===== config.mk =====
export PLATFORM = sky130hd
export DESIGN_NAME = serial_adder
export DESIGN_NICKNAME = d
export VERILOG_FILES = /design/src/rtl/serial_adder.sv
export SDC_FILE = /design/constraint.sdc
export NUM_CORES = 1
export LEC_CHECK = 0
export BUFFER_PORTS_ARGS = -buffer_cell sky130_fd_sc_hd__buf_2
export CELL_PAD_IN_SITES_DETAIL_PLACEMENT = 1
export CELL_PAD_IN_SITES_GLOBAL_PLACEMENT = 2
export CORE_AREA = 2 2 77 79
export CTS_CLUSTER_SIZE = 8
export DETAILED_ROUTE_END_ITERATION = 16
export DIE_AREA = 0 0 79 81
export HOLD_SLACK_MARGIN = 0.06
export PLACE_DENSITY_LB_ADDON = 0.1
export RECOVER_POWER = 25
export SYNTH_ARGS = -nofsm -noshare
export SYNTH_HDL_FRONTEND = slang
export SYNTH_SLANG_ARGS = --single-unit
export TNS_END_PERCENT = 10

===== constraint.sdc =====
create_clock -name clk -period 1.94 [get_ports clk]
set_input_delay 0.388 -clock clk [delete_from_list [all_inputs] [get_ports clk]]
set_output_delay 0.388 -clock clk [all_outputs]
set_load 0.01 [all_outputs]

===== src/rtl/serial_adder.sv =====
// Bit-serial adder: adds two WIDTH-bit operands plus carry-in, BPC bits per clock,
// through a registered carry, with a start/busy/done handshake.
module serial_adder #(
  parameter int WIDTH = 8,
  parameter int BPC   = 1
) (
  input  logic             clk,
  input  logic             rst,
  input  logic             start,
  input  logic [WIDTH-1:0] a,
  input  logic [WIDTH-1:0] b,
  input  logic             c_in,
  output logic             busy,
  output logic             done,
  output logic [WIDTH-1:0] sum,
  output logic             carry,
  output logic             overflow,
  output logic [1:0]       state_dbg
);

  localparam int N  = WIDTH / BPC;
  localparam int CW = (N > 1) ? $clog2(N) : 1;
  localparam logic [CW-1:0] LAST = CW'(N - 1);

  if (BPC < 1 || (WIDTH % BPC) != 0) begin : g_bad_bpc
    $fatal(1, "serial_adder: BPC must divide WIDTH");
  end

  typedef enum logic [1:0] {
    IDLE = 2'd0,
    RUN  = 2'd1,
    DONE = 2'd2
  } state_t;

  state_t           state;
  logic [WIDTH-1:0] op_a;
  logic [WIDTH-1:0] op_b;
  logic [WIDTH-1:0] part;
  logic [WIDTH-1:0] part_next;
  logic             cr;
  logic [CW-1:0]    count;
  logic [BPC:0]     slice;
  logic             msb_cin;

  assign state_dbg = state;

  // One BPC-bit slice of the sum; the extra top bit is the carry to the next slice.
  assign slice = {1'b0, op_a[BPC-1:0]} + {1'b0, op_b[BPC-1:0]} + {{BPC{1'b0}}, cr};
  // Carry into the top bit of the slice, recovered from its sum bit and operand bits.
  assign msb_cin = op_a[BPC-1] ^ op_b[BPC-1] ^ slice[BPC-1];

  if (BPC == WIDTH) begin : g_full
    assign part_next = slice[BPC-1:0];
  end else begin : g_shift
    assign part_next = {slice[BPC-1:0], part[WIDTH-1:BPC]};
  end

  // Handshake: start is accepted only in IDLE or DONE and samples a/b/c_in on
  // that edge; busy is high for the N RUN cycles; done pulses for one cycle when
  // sum/carry/overflow take their new value, and those outputs hold until the next done.
  always_ff @(posedge clk) begin
    if (rst) begin
      state    <= IDLE;
      busy     <= 1'b0;
      done     <= 1'b0;
      sum      <= '0;
      carry    <= 1'b0;
      overflow <= 1'b0;
      op_a     <= '0;
      op_b     <= '0;
      part     <= '0;
      cr       <= 1'b0;
      count    <= '0;
    end else begin
      done <= 1'b0;
      case (state)
        IDLE, DONE: begin
          if (start) begin
            op_a  <= a;
            op_b  <= b;
            cr    <= c_in;
            count <= '0;
            busy  <= 1'b1;
            state <= RUN;
          end else begin
            state <= IDLE;
          end
        end
        RUN: begin
          op_a  <= op_a >> BPC;
          op_b  <= op_b >> BPC;
          part  <= part_next;
          cr    <= slice[BPC];
          count <= count + 1'b1;
          if (count == LAST) begin
            sum      <= part_next;
            carry    <= slice[BPC];
            overflow <= msb_cin ^ slice[BPC];
            done     <= 1'b1;
            busy     <= 1'b0;
            state    <= DONE;
          end
        end
        default: state <= IDLE;
      endcase
    end
  end

endmodule


# Word-level counts from Yosys, hierarchy flattened

Cells that the tools add are included.

Output and inout port bits: 14
Logic and storage cells: 45
Bits in registers: 42
Bits of input ports: 20

Reduce and logical (&&, ||, !) cells: 7
Add/sub/neg operators: 3
Bitwise operators: 4
Equal/unequal tests: 5
Mux-type cells: 15

Operator list:

| operator            | number |
|---|---|
| $pmux 8 s2          | 2 |
| $mux 8              | 2 |
| $pmux 3 s2          | 1 |
| $mux 1              | 5 |
| $ne 2x2->1 const B  | 2 |
| $pmux 1 s2          | 2 |
| $pmux 2 s2          | 1 |
| $reduce_and 2->1    | 2 |
| $reduce_or 2->1     | 2 |
| $add 3x1->3 const B | 1 |
| $eq 3x3->1 const B  | 1 |
| $mux 3              | 1 |
| $reduce_and 3->1    | 1 |
| $xor 1x1->1         | 3 |
| $add 1x1->2         | 1 |
| $add 2x1->2         | 1 |
| $eq 2x1->1 const B  | 1 |
| $eq 2x2->1 const B  | 1 |
| $logic_not 2->1     | 1 |
| $mux 2              | 1 |
| $reduce_bool 2->1   | 1 |
| $not 1->1           | 1 |

# Logic depth before layout (Yosys ltp)

Gate-level depths: netlist of run 1.

Depth after elaboration: 4
Depth in mapped cells: 6

# Worst setup path after synthesis of run 1

No wires, ideal clock.

Path kind: reg-to-reg
From: register op_a[0]
To: register overflow
Buffers on the path: 0
Data arrival time: 1.326 ns
Setup slack: 0.528 ns
Period minus slack after synthesis: 1.412 ns
Stages on the path, launching flop included: 5
Cell sequence: dfxtp_1 > fa_1 > xnor2_1 > xnor2_1 > a211oi_1

Word-level cells in the longest chain between the ends: 4

RTL lines:

| element                | line | RTL |
|---|---|---|
| from (decl)            | 36   | `logic [WIDTH-1:0] op_a;` |
| from (signal assigned) | 90   | `op_a <= op_a >> BPC;` |
| $add 1x1->2            | 48   | `assign slice = {1'b0, op_a[BPC-1:0]} + {1'b0, op_b[BPC-1:0]} + {{BPC{1'b0}}, cr};` |
| $add 2x1->2            | 48   |  |
| via slice[0]           | 42   | `logic [BPC:0] slice;` |
| $xor 1x1->1            | 50   | `assign msb_cin = op_a[BPC-1] ^ op_b[BPC-1] ^ slice[BPC-1];` |
| $xor 1x1->1            | 98   | `overflow <= msb_cin ^ slice[BPC];` |
| to (signal assigned)   | 98   |  |
| to (decl)              | 17   | `output logic overflow,` |

The timed path passes the listed nets, and every way through them passes these cells.
A chain may end at the register's enable or synchronous reset.

# Worst setup path after layout of run 1

From: register state[1], in the netlist state_dbg[1]
To: register op_b[2]

Word-level cells in the longest chain between the ends: 4

RTL lines:

| element                                                          | line | RTL |
|---|---|---|
| from (decl)                                                      | 35   | `state_t state;` |
| from (signal assigned)                                           | 63   | `state <= IDLE;` |
| from (signal assigned)                                           | 84   | `state <= RUN;` |
| from (signal assigned)                                           | 86   | `state <= IDLE;` |
| $eq 2x2->1 / $logic_not 2->1 (equally long branches)             | 76   | `case (state)` |
| $reduce_or 2->1                                                  | 76   |  |
| $ne 2x2->1 (no line) / $reduce_bool 2->1 (equally long branches) | -    |  |
| $reduce_and 2->1 (no line)                                       | -    |  |
| to (signal assigned)                                             | 91   | `op_b <= op_b >> BPC;` |
| to (decl)                                                        | 37   | `logic [WIDTH-1:0] op_b;` |

Parallel ways exist; a longest one is shown, timed or not.

==> reports/metrics.csv, run 1 <==
metric;value;unit
status;finished clean;
clk_skew;0.00327;ns
gp weighted congestion;0.682;
pin slew with the least headroom to its limit;0.638;ns
DR vias;1425;
Filler Cell Count;702;
most frequent cell after synthesis;nand2_1;
largest net degree at the start of global routing;33;
Worst Hold Path EP;op_b[7]$_SDFFE_PP0P_;
yosys warns;0;
Area Growth Syn to Fin;16.5;%
Fin Setup TNS;0;ns
R2R cell count;4;
Critical Path Start Type;register;
drt drc;0;
Port Buffer Count;33;
met1 GRT Util;14.7;%
grt total ovfl;0;
share of cells above drive strength 1;15.3;%
Final Cell Area;1930;um^2
register area;821;um^2
DR vias/cell;4.69;
area post-placement;1860;um^2
met2 Use GR;24.0;%
Worst setup EP type;register;
Worst Hold Class;in -> reg;
Post-synth ARST share;0;%
Peak VDD IR;0.283;mV
instance count on the critical path;4;
Slew Limit Fails;0;
fmax;665;MHz
crit path kind;reg -> reg;
global-route wire length before repair;6620;um
Routed WL;3780;um
M3 GR Usage;3.78;%
Total Power;1.68;mW
PostCTS Resize Cnt;0;
Avg WL per Cell;12.4;um
Die H;81;um
post-cts hold buffer count;0;
#FFs+latches synth;41;
initial DRC count;45;
reg-to-reg slack, setup;0.44;ns
Period Utilization, post-route;77.5;%
Nets;252;
hold_sp;b[7];
CTS tree;built;
DIE AREA;6400;um^2
post-synthesis sequential area ratio;49.5;%
Die Span X;79;um
Worst Path Required;2.13;ns
Synth Net Count;224;
initial antenna violation count;0;
number of cell rows;28;
ys flop type;dfxtp_1;
crit-path max FO;32;
GRT Max-Usage Layer;met2;
area of the multi-input gates;728;um^2
worst-case clock buffer depth;2;
Critical Path AT;1.70;ns
Post-Syn Area per Cell;8.24;um^2
worst reg2reg path startpoint;state_dbg[1]$_SDFFE_PP0P_;
fin cells;304;
effective utilization at floorplan;29.2;%
Mapped Area;1660;um^2
delay-heaviest family, CP;buffers and inverters;
final hold viol count;0;
Synth area leader;dfxtp_1;
Post-CTS Setup Repair Bufs;0;
cts bufs inserted;5;
most frequent cells after synthesis;nand2_1 (66), dfxtp_1 (41), a21oi_1 (22);
Tmin final;1.50;ns
CP Cell Sequence;nand2b_1 -> clkbuf_2 -> nor2_1 -> a311oi_1;
Post-synth EDFFs;0;
vias in the first global route;1441;
1st-pass router iterations;4;
max-cap violations;0;
slowest CP cell;clkbuf_2;
Power Density;869;nW/um^2
Antenna Cells;0;
Mapped Cells;201;
max incr delay on CP;0.52;ns
Clock Sinks;41;
Ports;34;
Final Setup Violations;0;
Post-DRT Antenna Nets;0;
Buf/Inv on CP;1;
Worst Hold Depth;3;
CTS Root Cell;clkbuf_8;
final core utilization;34.0;%
relative slew slack;57.5;%
clock-pin slew on the worst setup and hold paths;0.08;ns
placed cells;297;
LEAKAGE;0.724;nW
CTS H-tree lvls;2;
Core Box Area;5680;um^2
Worst R2R End;op_b[2]$_SDFFE_PP0P_;
Tot GR Track Use;13.2;%
DP HPWL;2640;um
Synth top area share;49.5;%
Synth cell types;22;
unrepaired setup endpoints after global routing;false;
worst skew pair latency;0.29;ns
top cells by area, synth;dfxtp_1 (50%), nand2_1 (15%), a311oi_1 (7.9%);
## kinds of logic after synthesis
family,synth area share (%)
AO/OA/AOI/OAI,15.5
XOR/XNOR,1.59
adder cells (fa/ha/maj),2.72
buffers and inverters,6.50
flip-flops,49.5
AND/OR/NAND/NOR,24.2
## layer usage
layer  routed length [um]  part of all wire (%)
met5                    0                     0
met1                 1630                    43
met2                 1920                    51
met4                   46                   1.2
met3                  184                   4.9
## registers in the layout (all words and copies together), names as in the netlist, 2 cells and up
name,cells
part,7
count,3
sum,8
op_b,8
state_dbg,2
op_a,8
## power by group
part | switching [mW] | internal, mW
logic | 0.115 | 0.0861
clock network | 0.285 | 0.281
registers | 0.0273 | 0.883
## layout make-up
class	count	area share, %
Clock buffer	6	4.28
Timing Repair Buffer	38	10.2
Multi-Input combinational cell	143	37.7
Clock inverter	1	0.389
Tap cell	75	4.86
Sequential cell	41	42.5
## stage by stage
| stage | setup WS [ns] | hold slack [ns] |
|---|---|---|
| floorplan | 0.528 | 0.432 |
| finish | 0.436 | 0.343 |
| CTS | 0.369 | 0.339 |
| global route | 0.217 | 0.337 |
| detailed placement | 0.377 | 0.449 |
| global placement | 0.461 | 0.441 |
## layout by cell type (no fill, tap or decap), types with 3 or more instances in the layout
| cell type | netlist | final |
|---|---|---|
| clkbuf_8 | 0 | 6 |
| nand2_1 | 66 | 66 |
| nor2_1 | 20 | 20 |
| buf_2 | 5 | 21 |
| a21oi_1 | 22 | 22 |
| xnor2_1 | 3 | 3 |
| buf_4 | 5 | 3 |
| clkbuf_1 | 5 | 12 |
| a311oi_1 | 15 | 15 |
| nand3_1 | 5 | 5 |
| dfxtp_1 | 41 | 41 |
## worst max-delay path by stage
stage,start,to
floorplan,op_a[0]$_SDFFE_PP0P_,overflow$_SDFFE_PP0P_
global placement,count[0]$_SDFFE_PP0P_,busy$_SDFFE_PP0P_
detailed placement,count[0]$_SDFFE_PP0P_,busy$_SDFFE_PP0P_
CTS,count[0]$_SDFFE_PP0P_,busy$_SDFFE_PP0P_
global route,state_dbg[1]$_SDFFE_PP0P_,op_b[5]$_SDFFE_PP0P_
finish,state_dbg[1]$_SDFFE_PP0P_,op_b[2]$_SDFFE_PP0P_
## worst min-delay path, stage by stage
cell and delay (ns):
buf_2 0.10, nand2_1 0.05, a21oi_1 0.05
(Power assumes the default switching activity.)
==> run 2, diff against run 1 <==
==> constraint.sdc (replaced) <==
create_clock -name clk -period 1.5 [get_ports clk]
set_input_delay 0.3 -clock clk [delete_from_list [all_inputs] [get_ports clk]]
set_output_delay 0.3 -clock clk [all_outputs]
set_load 0.01 [all_outputs]
==> run 2 against run 1 <==
Compared with the run above: clock skew rose by 0.0020 ns; fmax is 6.4% higher; total power increased by 36%; first-iteration DRC count is 24% lower; routed wire length grew 4.1%; non-clock buffer count is 3 higher; critical path type unchanged; largest cell class unchanged.
==> reports/metrics.csv, run 2 (synthesized netlist as in run 1, its figures left out) <==
metric;value;unit;change
CTS Root Cell;clkbuf_8;;
register area;822;um^2;+0.15%
Nets;255;;+1.2%
Avg WL per Cell;12.8;um;+2.7%
Tmin final;1.41;ns;-0.0907 ns
worst skew pair latency;0.29;ns;about the same
sw frac;25.6;%;+0.17 points
Hold Slack;0.246;ns;-0.0967 ns
commonest cells after routing, fill and taps aside;nand2_1 (66), dfxtp_1 (40), a21oi_1 (22);;
clk_skew;0.00524;ns;+0.00196 ns
Worst Path Required;1.71;ns;-0.42 ns
biggest registers after layout;op_a: 8 flops, op_b: 8 flops, sum: 8 flops;;
Core Box Area;5680;um^2;unchanged
vias in the first global route;1453;;+0.83%
gp weighted congestion;0.679;;-0.34%
effective utilization at floorplan;29.2;%;unchanged
DP HPWL;2670;um;+1.1%
crit path kind;reg -> reg;;
grt total ovfl;0;;unchanged
Period Utilization, post-route;94.2;%;+17 points
Slew Limit Fails;0;;unchanged
Seq pwr share;51.8;%;-2.5 points
Ports;34;;unchanged
Final Setup Violations;0;;unchanged
Filler Cell Count;718;;+2.3%
Worst setup EP type;register;;
global-route wire length before repair;6610;um;-0.21%
Clock Power Share;35.5;%;+1.8 points
Port Buffer Count;33;;unchanged
status;finished clean;;
initial DRC count;34;;-24%
CTS H-tree lvls;2;;unchanged
most common cell after layout, fill and taps aside;nand2_1;;
Max Used Layer;met4;;
pin slew with the least headroom to its limit;0.478;ns;-0.160 ns
crit-path max FO;3;;-91%
max-cap violations;0;;unchanged
area of the multi-input gates;732;um^2;+0.52%
Antenna Cells;0;;unchanged
Post-DRT Antenna Nets;0;;unchanged
Critical Path Start Type;register;;
CTS tree;built;;
Peak VDD IR;0.386;mV;+37%
initial antenna violation count;0;;unchanged
DR vias/cell;4.67;;-0.33%
final hold viol count;0;;unchanged
cts bufs inserted;5;;unchanged
Fin Setup TNS;0;ns;unchanged
Power Density;1150;nW/um^2;+32%
relative slew slack;68.1;%;+11 points
share of cells above drive strength 1;17.6;%;+2.3 points
DIE AREA;6400;um^2;unchanged
metal1 wirelength;1670;um;+2.7%
1st-pass router iterations;3;;-1
Critical Path AT;1.63;ns;-0.07 ns
Tot GR Track Use;13.4;%;+0.26 points
Clock Sinks;41;;unchanged
Routed WL;3940;um;+4.1%
Die H;81;um;unchanged
routed length on met2;2040;um;+5.9%
combinational power share;12.7;%;+0.7 points
unrepaired setup endpoints after global routing;false;;
LEAKAGE;0.756;nW;+4.4%
worst-case clock buffer depth;2;;unchanged
DR vias;1439;;+0.98%
largest net degree at the start of global routing;33;;unchanged
Internal;1.69;mW;+35%
drt drc;0;;unchanged
number of cell rows;28;;unchanged
Die Span X;79;um;unchanged
clock-pin slew on the worst setup and hold paths;0.08;ns;about the same
Net Sw Power;0.583;mW;+36%
Worst Hold Class;in -> reg;;
fmax;708;MHz;+6.4%
Area Growth Syn to Fin;19.8;%;
WL met3;169;um;-8.2%
-- run 2: per-stage QoR --
step	instances	power [mW]	util [%]	area [um^2]	setup WS [ns]
floorplan	201	1.40	-	1660	0.0885
global placement	299	1.47	33.2	1890	0.0785
detailed placement	299	1.49	33.2	1890	0.0461
CTS	307	2.30	35.0	1990	0.0259
global route	308	2.40	35.0	1980	0.00132
finish	308	2.27	35.0	1980	0.0870
-- run 2: worst paths after layout --
kind | cells after the start | from | endpoint | slack, ns
worst max-delay path | 4 | op_b[0]$_SDFFE_PP0P_ | overflow$_SDFFE_PP0P_ | 0.09
worst min-delay path | 3 | b[7] | op_b[7]$_SDFFE_PP0P_ | 0.25
worst max register to register | 4 | op_b[0]$_SDFFE_PP0P_ | overflow$_SDFFE_PP0P_ | 0.09
worst min register to register | 2 | sum[2]$_SDFFE_PP0P_ | sum[2]$_SDFFE_PP0P_ | 0.46
-- run 2: metal layers --
metal | vias up | GRT usage (%)
li1 | 733 | -
met1 | 678 | 14.0
met2 | 23 | 25.2
met3 | 5 | 3.78
met4 | 0 | 5.69
met5 | - | 0
-- run 2: what timing repair did --
| action | CTS | global route |
|---|---|---|
| gates resized for setup | 0 | 3 |
| endpoints found under the setup margin | 0 | 10 |
| hold buffers | 0 | 0 |
| buffers inserted | 0 | 1 |
-- run 2: layout make-up --
| cell class | count | share of cell area (%) |
|---|---|---|
| clock buffers | 7 | 4.85 |
| clock inverters | 1 | 0.252 |
| multi-input cells | 143 | 36.9 |
| flip-flops and latches | 41 | 41.4 |
| well taps | 75 | 4.73 |
| repair buffers | 41 | 11.9 |
-- run 2: worst max-delay path, cell delays in order (launching register included) --
cell and delay (ns):
dfxtp_2 0.35, fa_1 0.57, xnor2_1 0.14, xnor2_1 0.10, a211oi_1 0.18
-- run 2: power groups by stage --
stage	logic, mW	registers [mW]	clock network, mW
CTS	0.285	1.18	0.836
finish	0.288	1.18	0.808
detailed placement	0.284	1.20	0
global placement	0.272	1.20	0
floorplan	0.206	1.20	0
global route	0.326	1.19	0.883
